`src/rtl/instr_fetch_unit.sv`:
```
// Instruction fetch front end: credit-limited sequential fetch, in-order response buffer and
// decode handshake with redirect flush. Define IFU_BYPASS_EN for a 0-cycle response-to-decode path.
module instr_fetch_unit #(
  parameter int unsigned     XLEN       = 32,
  parameter logic [XLEN-1:0] RESET_PC   = 32'h0000_0000,
  parameter int unsigned     FIFO_DEPTH = 4
) (
  input  logic            clk_i,
  input  logic            rst_ni,
  output logic            imem_req_valid_o,
  input  logic            imem_req_ready_i,
  output logic [XLEN-1:0] imem_req_addr_o,
  input  logic            imem_rsp_valid_i,
  input  logic [XLEN-1:0] imem_rsp_data_i,
  input  logic            redirect_i,
  input  logic [XLEN-1:0] redirect_pc_i,
  output logic            instr_valid_o,
  input  logic            instr_ready_i,
  output logic [XLEN-1:0] instr_o,
  output logic [XLEN-1:0] instr_pc_o
);
  localparam int unsigned PTR_W = (FIFO_DEPTH > 1) ? $clog2(FIFO_DEPTH) : 1;
  localparam int unsigned CNT_W = PTR_W + 1;
  localparam int unsigned SUM_W = CNT_W + 2;
  localparam logic [XLEN-1:0] NOP = XLEN'(32'h0000_0013);

  typedef struct packed {
    logic [XLEN-1:0] instr;
    logic [XLEN-1:0] pc;
  } fifoEntry_t;

  fifoEntry_t       fifoMem [FIFO_DEPTH];
  logic [XLEN-1:0]  fetchPc;
  logic [XLEN-1:0]  rspPc;
  logic [CNT_W-1:0] count;
  logic [CNT_W-1:0] outstanding;
  logic [CNT_W-1:0] dropCnt;
  logic [PTR_W-1:0] rdPtr;
  logic [PTR_W-1:0] wrPtr;

  logic [SUM_W-1:0] inFlight;
  logic [XLEN-1:0]  redirectTarget;
  logic             reqAccept;
  logic             rspStale;
  logic             rspLive;
  logic             fifoEmpty;
  logic             bypassVld;
  logic             bypassTake;
  logic             push;
  logic             pop;

  // Credit covers buffered, requested and to-be-discarded words, so the FIFO can never overflow.
  assign inFlight         = SUM_W'(count) + SUM_W'(outstanding) + SUM_W'(dropCnt);
  assign imem_req_valid_o = rst_ni && !redirect_i && (inFlight < SUM_W'(FIFO_DEPTH));
  assign imem_req_addr_o  = fetchPc;

  assign redirectTarget = {redirect_pc_i[XLEN-1:2], 2'b00};
  assign fifoEmpty      = (count == '0);
  assign reqAccept      = imem_req_valid_o && imem_req_ready_i;
  assign rspStale       = imem_rsp_valid_i && (dropCnt != '0);
  assign rspLive        = imem_rsp_valid_i && (dropCnt == '0) && (outstanding != '0);

  // NOTE: every signal written in always_comb gets a default first, so no path infers a latch.
  always_comb begin
    bypassVld  = 1'b0;
    bypassTake = 1'b0;
`ifdef IFU_BYPASS_EN
    bypassVld  = rspLive && fifoEmpty && !redirect_i;
    bypassTake = bypassVld && instr_ready_i;
`endif
  end

  assign push = rspLive && !bypassTake;
  assign pop  = !fifoEmpty && instr_ready_i;

  always_comb begin
    instr_valid_o = 1'b0;
    instr_o       = NOP;
    instr_pc_o    = '0;
    if (!fifoEmpty) begin
      instr_valid_o = 1'b1;
      instr_o       = fifoMem[rdPtr].instr;
      instr_pc_o    = fifoMem[rdPtr].pc;
    end else if (bypassVld) begin
      instr_valid_o = 1'b1;
      instr_o       = imem_rsp_data_i;
      instr_pc_o    = rspPc;
    end
  end

  // NOTE: sequential state uses non-blocking assignments only, so every register samples
  // pre-edge values regardless of statement order.
  always_ff @(posedge clk_i or negedge rst_ni) begin
    if (!rst_ni) begin
      fetchPc     <= RESET_PC;
      rspPc       <= RESET_PC;
      count       <= '0;
      outstanding <= '0;
      dropCnt     <= '0;
      rdPtr       <= '0;
      wrPtr       <= '0;
    end else if (redirect_i) begin
      // Everything still in flight becomes stale; a response landing now is already discarded.
      fetchPc     <= redirectTarget;
      rspPc       <= redirectTarget;
      count       <= '0;
      rdPtr       <= '0;
      wrPtr       <= '0;
      outstanding <= '0;
      dropCnt     <= dropCnt + outstanding - CNT_W'(rspStale || rspLive);
    end else begin
      if (reqAccept) fetchPc <= fetchPc + XLEN'(4);

      case ({reqAccept, rspLive})
        2'b10:   outstanding <= outstanding + CNT_W'(1);
        2'b01:   outstanding <= outstanding - CNT_W'(1);
        default: ;
      endcase

      if (rspStale) dropCnt <= dropCnt - CNT_W'(1);
      if (rspLive)  rspPc   <= rspPc + XLEN'(4);
      if (push)     wrPtr   <= wrPtr + PTR_W'(1);
      if (pop)      rdPtr   <= rdPtr + PTR_W'(1);

      case ({push, pop})
        2'b10:   count <= count + CNT_W'(1);
        2'b01:   count <= count - CNT_W'(1);
        default: ;
      endcase
    end
  end

  // NOTE: the buffer storage is not reset; the count and pointers alone decide what is valid.
  always_ff @(posedge clk_i) begin
    if (push && !redirect_i) begin
      fifoMem[wrPtr] <= '{instr: imem_rsp_data_i, pc: rspPc};
    end
  end

  rspExpected: assert property (@(posedge clk_i) disable iff (!rst_ni)
    imem_rsp_valid_i |-> (outstanding != '0 || dropCnt != '0));

endmodule

```
`config.mk`:
```
export PLATFORM = sky130hd
export DESIGN_NAME = instr_fetch_unit
export DESIGN_NICKNAME = d
export VERILOG_FILES = /design/src/rtl/instr_fetch_unit.sv
export SDC_FILE = /design/constraint.sdc
export NUM_CORES = 1
export LEC_CHECK = 0
export ABC_AREA = 1
export BUFFER_PORTS_ARGS = -buffer_cell sky130_fd_sc_hd__buf_4
export CAP_MARGIN = 20
export CORE_MARGIN = 2
export CORE_UTILIZATION = 38
export DETAILED_ROUTE_END_ITERATION = 8
export GPL_TIMING_DRIVEN = 0
export PLACE_DENSITY_LB_ADDON = 0.2
export SLEW_MARGIN = 25
export SYNTH_ARGS = -nofsm -noshare
export SYNTH_HDL_FRONTEND = slang
export SYNTH_SLANG_ARGS = --single-unit
export TNS_END_PERCENT = 5
```
`constraint.sdc`:
```
create_clock -name clk_i -period 4.8 [get_ports clk_i]
set_input_delay 0.48 -clock clk_i [delete_from_list [all_inputs] [get_ports clk_i]]
set_output_delay 0.48 -clock clk_i [all_outputs]
set_load 0.02 [all_outputs]
```
==> results of run 1 <==
## cells by family after synthesis
family | share of synthesized area [%]
buffers and inverters | 4.936
DFF | 61.80
other | 0.02499
and+or+nand+nor | 20.77
xor gates and xnor gates | 1.751
muxes | 0.06670
AOI/OAI and AO/OA | 8.771
adders and majority gates | 1.884
## metal layers
| metal | GRT usage, % | part of all wire (%) | vias to the layer above |
|---|---|---|---|
| li1 | - | - | 5531 |
| met1 | 27.84 | 45 | 5377 |
| met2 | 33.37 | 47 | 342 |
| met3 | 3.018 | 5.8 | 61 |
| met4 | 5.266 | 2.4 | 0 |
| met5 | 0 | 0 | - |
## worst paths after layout
kind / endpoint / slack (ps)
setup / recovery: outstanding[2] / 1470
hold / removal: imem_req_addr_o[31] / -2
setup reg to reg: outstanding[2] / 1470
hold reg to reg: imem_req_addr_o[30] / 570
max in group asynchronous: rspPc[31] / 4300
min in group clk_i: fifoMem[1][63] / 160
## final cells by class
type,instances,area (um2),area share [%]
inverters,106,402.9,2.197
multi-input cells,1020,5034,27.45
repair buffers,173,1520,8.290
flip-flops and latches,321,9274,50.57
well taps,518,648.1,3.534
plain buffers,66,337.8,1.842
clock buffers,43,937.1,5.110
clock inverters,22,185.2,1.010
## critical path, stage by stage, from the launching register on
cell and delay, ps:
dfrtp_1 400, inv_1 170, fa_1 460, a21oi_1 170, fa_1 440, inv_1 60, nand3_1 110, nor2_4 140
nand3_4 170, nand2_2 180, inv_1 70, fa_1 370, xnor2_1 150, inv_1 70, nand3_1 70, nand2_1 70
inv_1 30, nand2_1 50, nand2_1 50
## sequential cells by signal (all words and copies together) (netlist names)
| name | flops |
|---|---|
| rspPc | 30 |
| fifoMem | 248 |
| count | 3 |
| dropCnt | 3 |
| imem_req_addr_o | 30 |
| rdPtr | 2 |
| outstanding | 3 |
| wrPtr | 2 |
## cell usage in the layout (no fill, tap or decap), types with 4 or more instances in the layout
cell type / instances
inv_2: 6
clkinvlp_4: 5
buf_2: 24
o211ai_1: 18
buf_16: 9
nand2_1: 268
nand2_4: 5
nor2_4: 11
nand3b_1: 5
clkinv_2: 11
buf_4: 166
dfrtp_1: 73
o21ai_1: 7
nand4_1: 12
o21ai_0: 150
nor3_2: 7
clkbuf_16: 36
nor2_1: 308
a21oi_1: 66
inv_1: 98
ha_1: 13
fa_1: 6
nand2_2: 5
xnor2_1: 6
conb_1: 4
nand3_1: 70
xor2_1: 24
edfxtp_1: 248
buf_6: 6
nor3_1: 15
clkbuf_1: 34
## power by group through the flow
stage / Clock, mW / Sequential (mW) / Combinational [mW]
after CTS: 2.67 / 3.47 / 3.13
after global routing: 2.78 / 3.50 / 3.41
after detailed placement: 0 / 3.52 / 3.11
final: 2.62 / 3.47 / 3.07
after floorplan: 0 / 3.52 / 1.79
after global placement: 0 / 3.53 / 3.05
==> results.json, run 1 <==
{
  "ant_nets": 0,
  "cp.arrival_ps": 3730,
  "io_buffer_count": 161,
  "ios": 168,
  "cts_tree": "done",
  "powerDensity_nw_per_um2": 500.1,
  "cts-root-buf": "clkbuf_16",
  "synth_warnings": 0,
  "cts_buffers": 36,
  "clk_pin_slew_ps": 60,
  "seqPwrFrac_pct": 37.9,
  "status": "finished with violations",
  "synth_top_cell_by_area": "edfxtp_1",
  "rsz0062_at_grt": "no",
  "comb_power_share_pct": 33.5,
  "place_ws_ps": 1448,
  "finalNonFillerCells": 2269,
  "netSwitchingPower_mw": 3.355,
  "report.final.slew_viol_count": 0,
  "cp.required_ps": 5200,
  "drcViolationCount": 0,
  "path_class": "reg -> reg",
  "synth_cell_type_count": 41,
  "cts_resized": 0,
  "initial_core_util_pct": 38.65,
  "clockBufferDepth": 3,
  "placed_cell_area_um2": 17210,
  "placedCellCount": 2204,
  "dr.pass1.iters": 5,
  "syn_inst": 1510,
  "die_h_um": 202.7,
  "synth_common_cells": "nor2_1, nand2_1, edfxtp_1",
  "fmax_mhz": 300.0,
  "setup_viol": 0,
  "whs_ps": -1.695,
  "clk_latency_ps": 520,
  "wirelength_um": 40980,
  "drtIter0Drc": 699,
  "start_kind": "flop",
  "syn2layout_area_growth_pct": 22.20,
  "core_um2": 38830,
  "crit_fanout": 8,
  "relSlewSlack_pct": 41.12,
  "utilization_pct": 47.23,
  "synth.cell_area_um2": 15010,
  "n_antenna_cell": 0,
  "swShare_pct": 36.59,
  "worst_pin_slew_ps": 878.4,
  "p_clk_share_pct": 28.6,
  "die_x_um": 202.7,
  "rr_worst_depth": 18,
  "grt_start_max_net_pins": 75,
  "grt_pass1_vias": 11340,
  "clock-sinks": 321,
  "grt_pass1_wl_um": 64500,
  "place_hpwl_um": 28970,
  "hp-class": "in -> async",
  "drive_above_1_share_pct": 18.05,
  "finalCriticalPeriod_ps": 3334,
  "max-vdd-ir-drop_mv": 0.2680,
  "synth_area_leaders": "edfxtp_1, dfrtp_1, nor2_1, nand2_1, o21ai_0",
  "setup_tns_ps": 0,
  "post_cts.repair.setup_buffers": 0,
  "nets": 1813,
  "antenna_found_initial": 0,
  "gr-total-overflow": 0,
  "dieArea_um2": 41100,
  "hold_violations": 1,
  "fin_skew_ps": 19.31,
  "ctsHtreeMaxLevel": 2,
  "yosysMostFrequentCell": "nor2_1",
  "fin_ws_ps": 1466,
  "p_leak_nw": 7.224,
  "end_kind": "flop",
  "synthFlopType": "edfxtp_1",
  "synthArstFlopShare_pct": 22.74,
  "track_usage_pct": 20.16,
  "synth_edf_count": 248,
  "gp_congestion": 0.9062,
  "maxCapViolCount": 0,
  "violations": "negative hold slack",
  "synth.avg_cell_area_um2": 9.938,
  "synth.yosys.seq_area_share_pct": 61.80,
  "final_area_um2": 18340,
  "detail_route.vias_per_cell": 4.985,
  "fp-row-count": 72,
  "dr_total_vias": 11310,
  "r2r-start": "outstanding[1]",
  "cp-startpoint": "outstanding[1]",
  "yosys_register_bits": 321,
  "finalCritPeriodShare_pct": 69.45,
  "fillers": 3644,
  "intPower_mw": 5.816,
  "power.total_mw": 9.171,
  "synth_top_cell_area_share_pct": 49.62,
  "wire_per_inst_um": 18.06,
  "hold_buffers": 0
}
Note: power is estimated with default switching activity, not from simulation.
==> run 2, diff against run 1 <==
ABC_AREA = 0   (was 1)
clock period = 3.2 ns   (was 4.8 ns; I/O delays follow)
==> results.json, run 2 <==
{
  "largest_register": "fifoMem",
  "powerDensity_nw_per_um2": 680.7,
  "rsz0062_at_grt": "yes",
  "syn_inst": 889,
  "nets": 1226,
  "clockBufferDepth": 3,
  "drtIter0Drc": 426,
  "grt_start_max_net_pins": 76,
  "fmax_mhz": 305.8,
  "cts_tree": "done",
  "placedCellCount": 1524,
  "place_ws_ps": -636.9,
  "gr-total-overflow": 0,
  "hp-class": "in -> reg",
  "cts_buffers": 35,
  "io_buffer_count": 160,
  "start_kind": "flop",
  "utilization_pct": 48.33,
  "synth_warnings": 0,
  "worst_pin_slew_ps": 751.4,
  "antenna_found_initial": 0,
  "netSwitchingPower_mw": 3.479,
  "place_hpwl_um": 22110,
  "largest_register_ffs": 248,
  "end_kind": "flop",
  "yosys_register_bits": 321,
  "cp.arrival_ps": 3660,
  "synth_edf_count": 248,
  "die_h_um": 195.5,
  "ios": 168,
  "finalCritPeriodShare_pct": 102.2,
  "synth_area_leaders": "edfxtp_1, dfrtp_1, mux4_2, and2_1, nand2_1",
  "hold_violations": 0,
  "dr.pass1.iters": 7,
  "power.total_mw": 11.96,
  "core_um2": 36350,
  "path_class": "reg -> reg",
  "swShare_pct": 29.09,
  "drcViolationCount": 0,
  "wire_per_inst_um": 20.34,
  "cp.required_ps": 3590,
  "fin_skew_ps": 15.80,
  "synth_cell_type_count": 63,
  "maxCapViolCount": 0,
  "detail_route.vias_per_cell": 5.190,
  "comb_power_share_pct": 24.8,
  "final_common_cell": "edfxtp_1",
  "track_usage_pct": 17.53,
  "finalNonFillerCells": 1633,
  "intPower_mw": 8.478,
  "mostFrequentLayoutCells": "edfxtp_1, buf_4, dfrtp_1",
  "yosysMostFrequentCell": "edfxtp_1",
  "syn2layout_area_growth_pct": 26.07,
  "die_x_um": 195.5,
  "status": "finished with violations",
  "ctsHtreeMaxLevel": 2,
  "violations": "negative setup slack",
  "synth.avg_cell_area_um2": 15.67,
  "ant_nets": 0,
  "clk_latency_ps": 510,
  "fin_ws_ps": -70.58,
  "crit_fanout": 4,
  "finalCriticalPeriod_ps": 3271,
  "synth_common_cells": "edfxtp_1, dfrtp_1, and2_1, mux4_2, nand2_1",
  "synth_top_cell_area_share_pct": 53.45,
  "synth.cell_area_um2": 13930,
  "dieArea_um2": 38210,
  "gp_congestion": 0.8571,
  "max-vdd-ir-drop_mv": 0.3318,
  "grt_pass1_vias": 8734,
  "grt_pass1_wl_um": 51530,
  "clk_pin_slew_ps": 60,
  "relSlewSlack_pct": 49.91,
  "fp-row-count": 70,
  "p_leak_nw": 6.377,
  "dr_total_vias": 8475,
  "p_clk_share_pct": 34.5,
  "cts-root-buf": "clkbuf_16",
  "synth_top_cell_by_area": "edfxtp_1",
  "drive_above_1_share_pct": 31.10,
  "initial_core_util_pct": 38.33,
  "wirelength_um": 33220,
  "report.final.slew_viol_count": 0,
  "seqPwrFrac_pct": 40.7,
  "setup_viol": 1,
  "clock-sinks": 321,
  "synth.yosys.seq_area_share_pct": 66.56,
  "synthFlopType": "edfxtp_1",
  "synthArstFlopShare_pct": 22.74
}
## run 2: worst max-delay path: stages, from the launching register on
cell and delay (ps):
dfrtp_2 370, inv_2 50, fa_1 590, nor2_2 60, fa_1 510, nor2_4 140, o2111ai_4 160, nor2_4 160
clkbuf_8 130, nor2_2 30, fa_2 350, nand2_1 70, nor3_1 40, a21oi_1 150, mux2_2 350
## run 2: final cells by class
type	count	area, um2
Antenna cell	1	2.502
Buffer	46	249.0
Clock buffer	42	933.4
Clock inverter	22	250.2
Fill cell	3183	18780
Inverter	28	105.1
Multi-Input combinational cell	497	4424
Sequential cell	321	9278
Tap cell	468	585.6
Timing Repair Buffer	208	1738
## run 2: worst paths after layout
path / start / end / slack, ps / cells past startpoint
min reg2reg: wrPtr[1] / wrPtr[1] / 570 / 2
min: imem_rsp_data_i[15] / fifoMem[3][47] / 30 / 1
max: outstanding[1] / outstanding[2] / -70 / 14
min in group asynchronous: rst_ni / dropCnt[2] / 370 / 3
max reg2reg: outstanding[1] / outstanding[2] / -70 / 14
max in group asynchronous: rst_ni / outstanding[1] / 2410 / 3
## run 2: logic make-up (layout without fill, tap and decap cells)
family	count (synthesis)	in the layout	synth area share [%]
XOR/XNOR	38	38	2.389
multiplexers	70	70	10.62
flip-flops	321	321	66.56
adder cells (fa/ha/maj)	19	19	2.030
AO/OA/AOI/OAI	103	103	5.065
AND/OR/NAND/NOR	263	263	10.86
buffers and inverters	74	346	2.451
other	1	5	0.02691
## run 2: metal layers
metal | part of all wire, % | track usage [%] | routed length [um]
met1 | 46 | 25.02 | 15410
met5 | 0 | 0 | 0
met3 | 5.3 | 2.712 | 1759
met2 | 46 | 28.21 | 15410
met4 | 1.9 | 4.495 | 643
## run 2: timing repair
action	in CTS	in global routing
setup buffers	9	2
setup endpoints to repair	55	49
hold buffers	31	2
gates resized for setup	10	10
pin swaps	6	5
endpoints found under the hold margin	124	73
## run 2: power by group through the flow
stage | Sequential (mW) | Combinational (mW) | Clock (mW)
after global placement | 4.94 | 2.86 | 0
after floorplan | 4.94 | 1.70 | 0
after global routing | 4.89 | 3.20 | 4.41
after detailed placement | 4.95 | 2.88 | 0
after CTS | 4.86 | 2.97 | 4.22
final | 4.87 | 2.96 | 4.13
## run 2: per-stage QoR
stage	TNS (ps)	hold slack (ps)	instance area, um2
after global routing	-1164	9.502	17560
after CTS	-465.4	9.433	17460
after global placement	-338900	524.2	15760
after floorplan	-10420	24.41	13980
final	-70.58	31.77	17570
after detailed placement	-6650	528.0	15890
==> run 3, diff against run 2 <==
PLACE_DENSITY = 0.63   (was default)
PLACE_DENSITY_LB_ADDON = default   (was 0.2)
==> results.json, run 3 (synthesis gave the netlist of run 2 again) <==
{
  "final_common_cell": "edfxtp_1",
  "critPathTopFamily": "adder cells",
  "placedCellCount": 1524,
  "wirelength_um": 32800,
  "die_h_um": 195.5,
  "max-vdd-ir-drop_mv": 0.3581,
  "cp.required_ps": 3610,
  "initial_core_util_pct": 38.33,
  "rsz0062_at_grt": "yes",
  "gp_congestion": 0.8770,
  "cts-root-buf": "clkbuf_16",
  "maxCapViolCount": 0,
  "grt_pass1_vias": 8622,
  "ant_nets": 0,
  "n_antenna_cell": 0,
  "detail_route.vias_per_cell": 5.257,
  "antenna_found_initial": 1,
  "cp_slowest_stage_delay_ps": 590,
  "violations": "negative setup slack",
  "whs_ps": 16.90,
  "cp.arrival_ps": 3650,
  "p_leak_nw": 6.396,
  "finalCritPeriodShare_pct": 101.5,
  "start_kind": "flop",
  "path_class": "reg -> reg",
  "clock-sinks": 321,
  "track_usage_pct": 17.18,
  "cp_slowest_cell": "fa_1",
  "place_hpwl_um": 21530,
  "largest_register_ffs": 248,
  "status": "finished with violations",
  "nets": 1221,
  "drive_above_1_share_pct": 32.50,
  "clk_pin_slew_ps": 60,
  "placed_cell_area_um2": 15860,
  "powerDensity_nw_per_um2": 683.9,
  "clk_latency_ps": 520,
  "finalCriticalPeriod_ps": 3247,
  "relSlewSlack_pct": 50.71,
  "clockBufferDepth": 3,
  "end_kind": "flop",
  "crit_fanout": 3,
  "finalNonFillerCells": 1628,
  "wire_per_inst_um": 20.15,
  "report.final.slew_viol_count": 0,
  "hold_violations": 0,
  "drtIter0Drc": 568,
  "dr_total_vias": 8559,
  "fp-row-count": 70,
  "worstPathCellList": "inv_2 -> fa_1 -> nor2_2 -> fa_1 -> nor2_4 -> o2111ai_4 -> nor2_4 -> nor2_2 -> fa_2 -> nand2_1 -> nor3_1 -> a21oi_1 -> mux2_2",
  "hp-class": "in -> reg",
  "cts_buffers": 36,
  "gr-total-overflow": 0,
  "grt_start_max_net_pins": 76,
  "setup_tns_ps": -46.59,
  "utilization_pct": 48.53,
  "setup_viol": 1,
  "grt_pass1_wl_um": 50360,
  "ctsHtreeMaxLevel": 2,
  "syn2layout_area_growth_pct": 26.61,
  "fin_ws_ps": -46.59,
  "fmax_mhz": 308.0,
  "cp_num_buf_inv": 1,
  "power.total_mw": 12.06,
  "place_ws_ps": -558.6,
  "largest_register": "fifoMem",
  "ios": 168,
  "dieArea_um2": 38210,
  "drcViolationCount": 0,
  "core_um2": 36350,
  "fin_skew_ps": 20.74,
  "dr.pass1.iters": 5,
  "io_buffer_count": 160,
  "cts_tree": "done",
  "final_area_um2": 17640,
  "mostFrequentLayoutCells": "edfxtp_1, buf_4, dfrtp_1",
  "worst_pin_slew_ps": 739.3,
  "die_x_um": 195.5
}
run 3: worst paths after layout:
kind,cells after the start,end,slack (ps),startpoint
max,13,outstanding[2],-50,dropCnt[1]
min,1,fifoMem[3][43],20,imem_rsp_data_i[11]
max reg2reg,13,outstanding[2],-50,dropCnt[1]
min reg2reg,2,wrPtr[1],570,wrPtr[1]
max in group asynchronous,3,count[0],2490,rst_ni
min in group asynchronous,3,imem_req_addr_o[28],370,rst_ni
run 3: routing by layer:
metal  routed length (um)  global-route usage [%]  vias to the layer above  share of wire (%)
met5                   11                       0                        -              0.034
met4                  606                   4.722                        2                1.8
met3                 1996                   3.109                       40                6.1
met2                15180                   26.67                      298                 46
met1                15000                   24.97                     4319                 46
li1                     -                       -                     3900                  -
run 3: final cells by class:
cell class | instances | area [um2]
buffer | 45 | 256.5
clock buffer | 42 | 943.4
clock inverter | 24 | 281.5
fill | 3109 | 18710
inverter | 28 | 105.1
multi-input combinational | 497 | 4528
sequential | 321 | 9279
tap | 468 | 585.6
timing repair buffer | 203 | 1662
run 3: report_power, final:
part / switching, mW / internal, mW / total [mW]
Combinational: 1.64 / 1.36 / 2.99
Clock: 1.66 / 2.54 / 4.20
Sequential: 0.221 / 4.65 / 4.87
Total: 3.52 / 8.55 / 12.1
run 3: repair_timing:
item | CTS | global route
resized for setup | 16 | 32
hold buffers | 23 | 2
buffers inserted | 11 | 3
endpoints found under the setup margin | 34 | 34
hold endpoints to repair | 90 | 73
pin swaps | 6 | 17
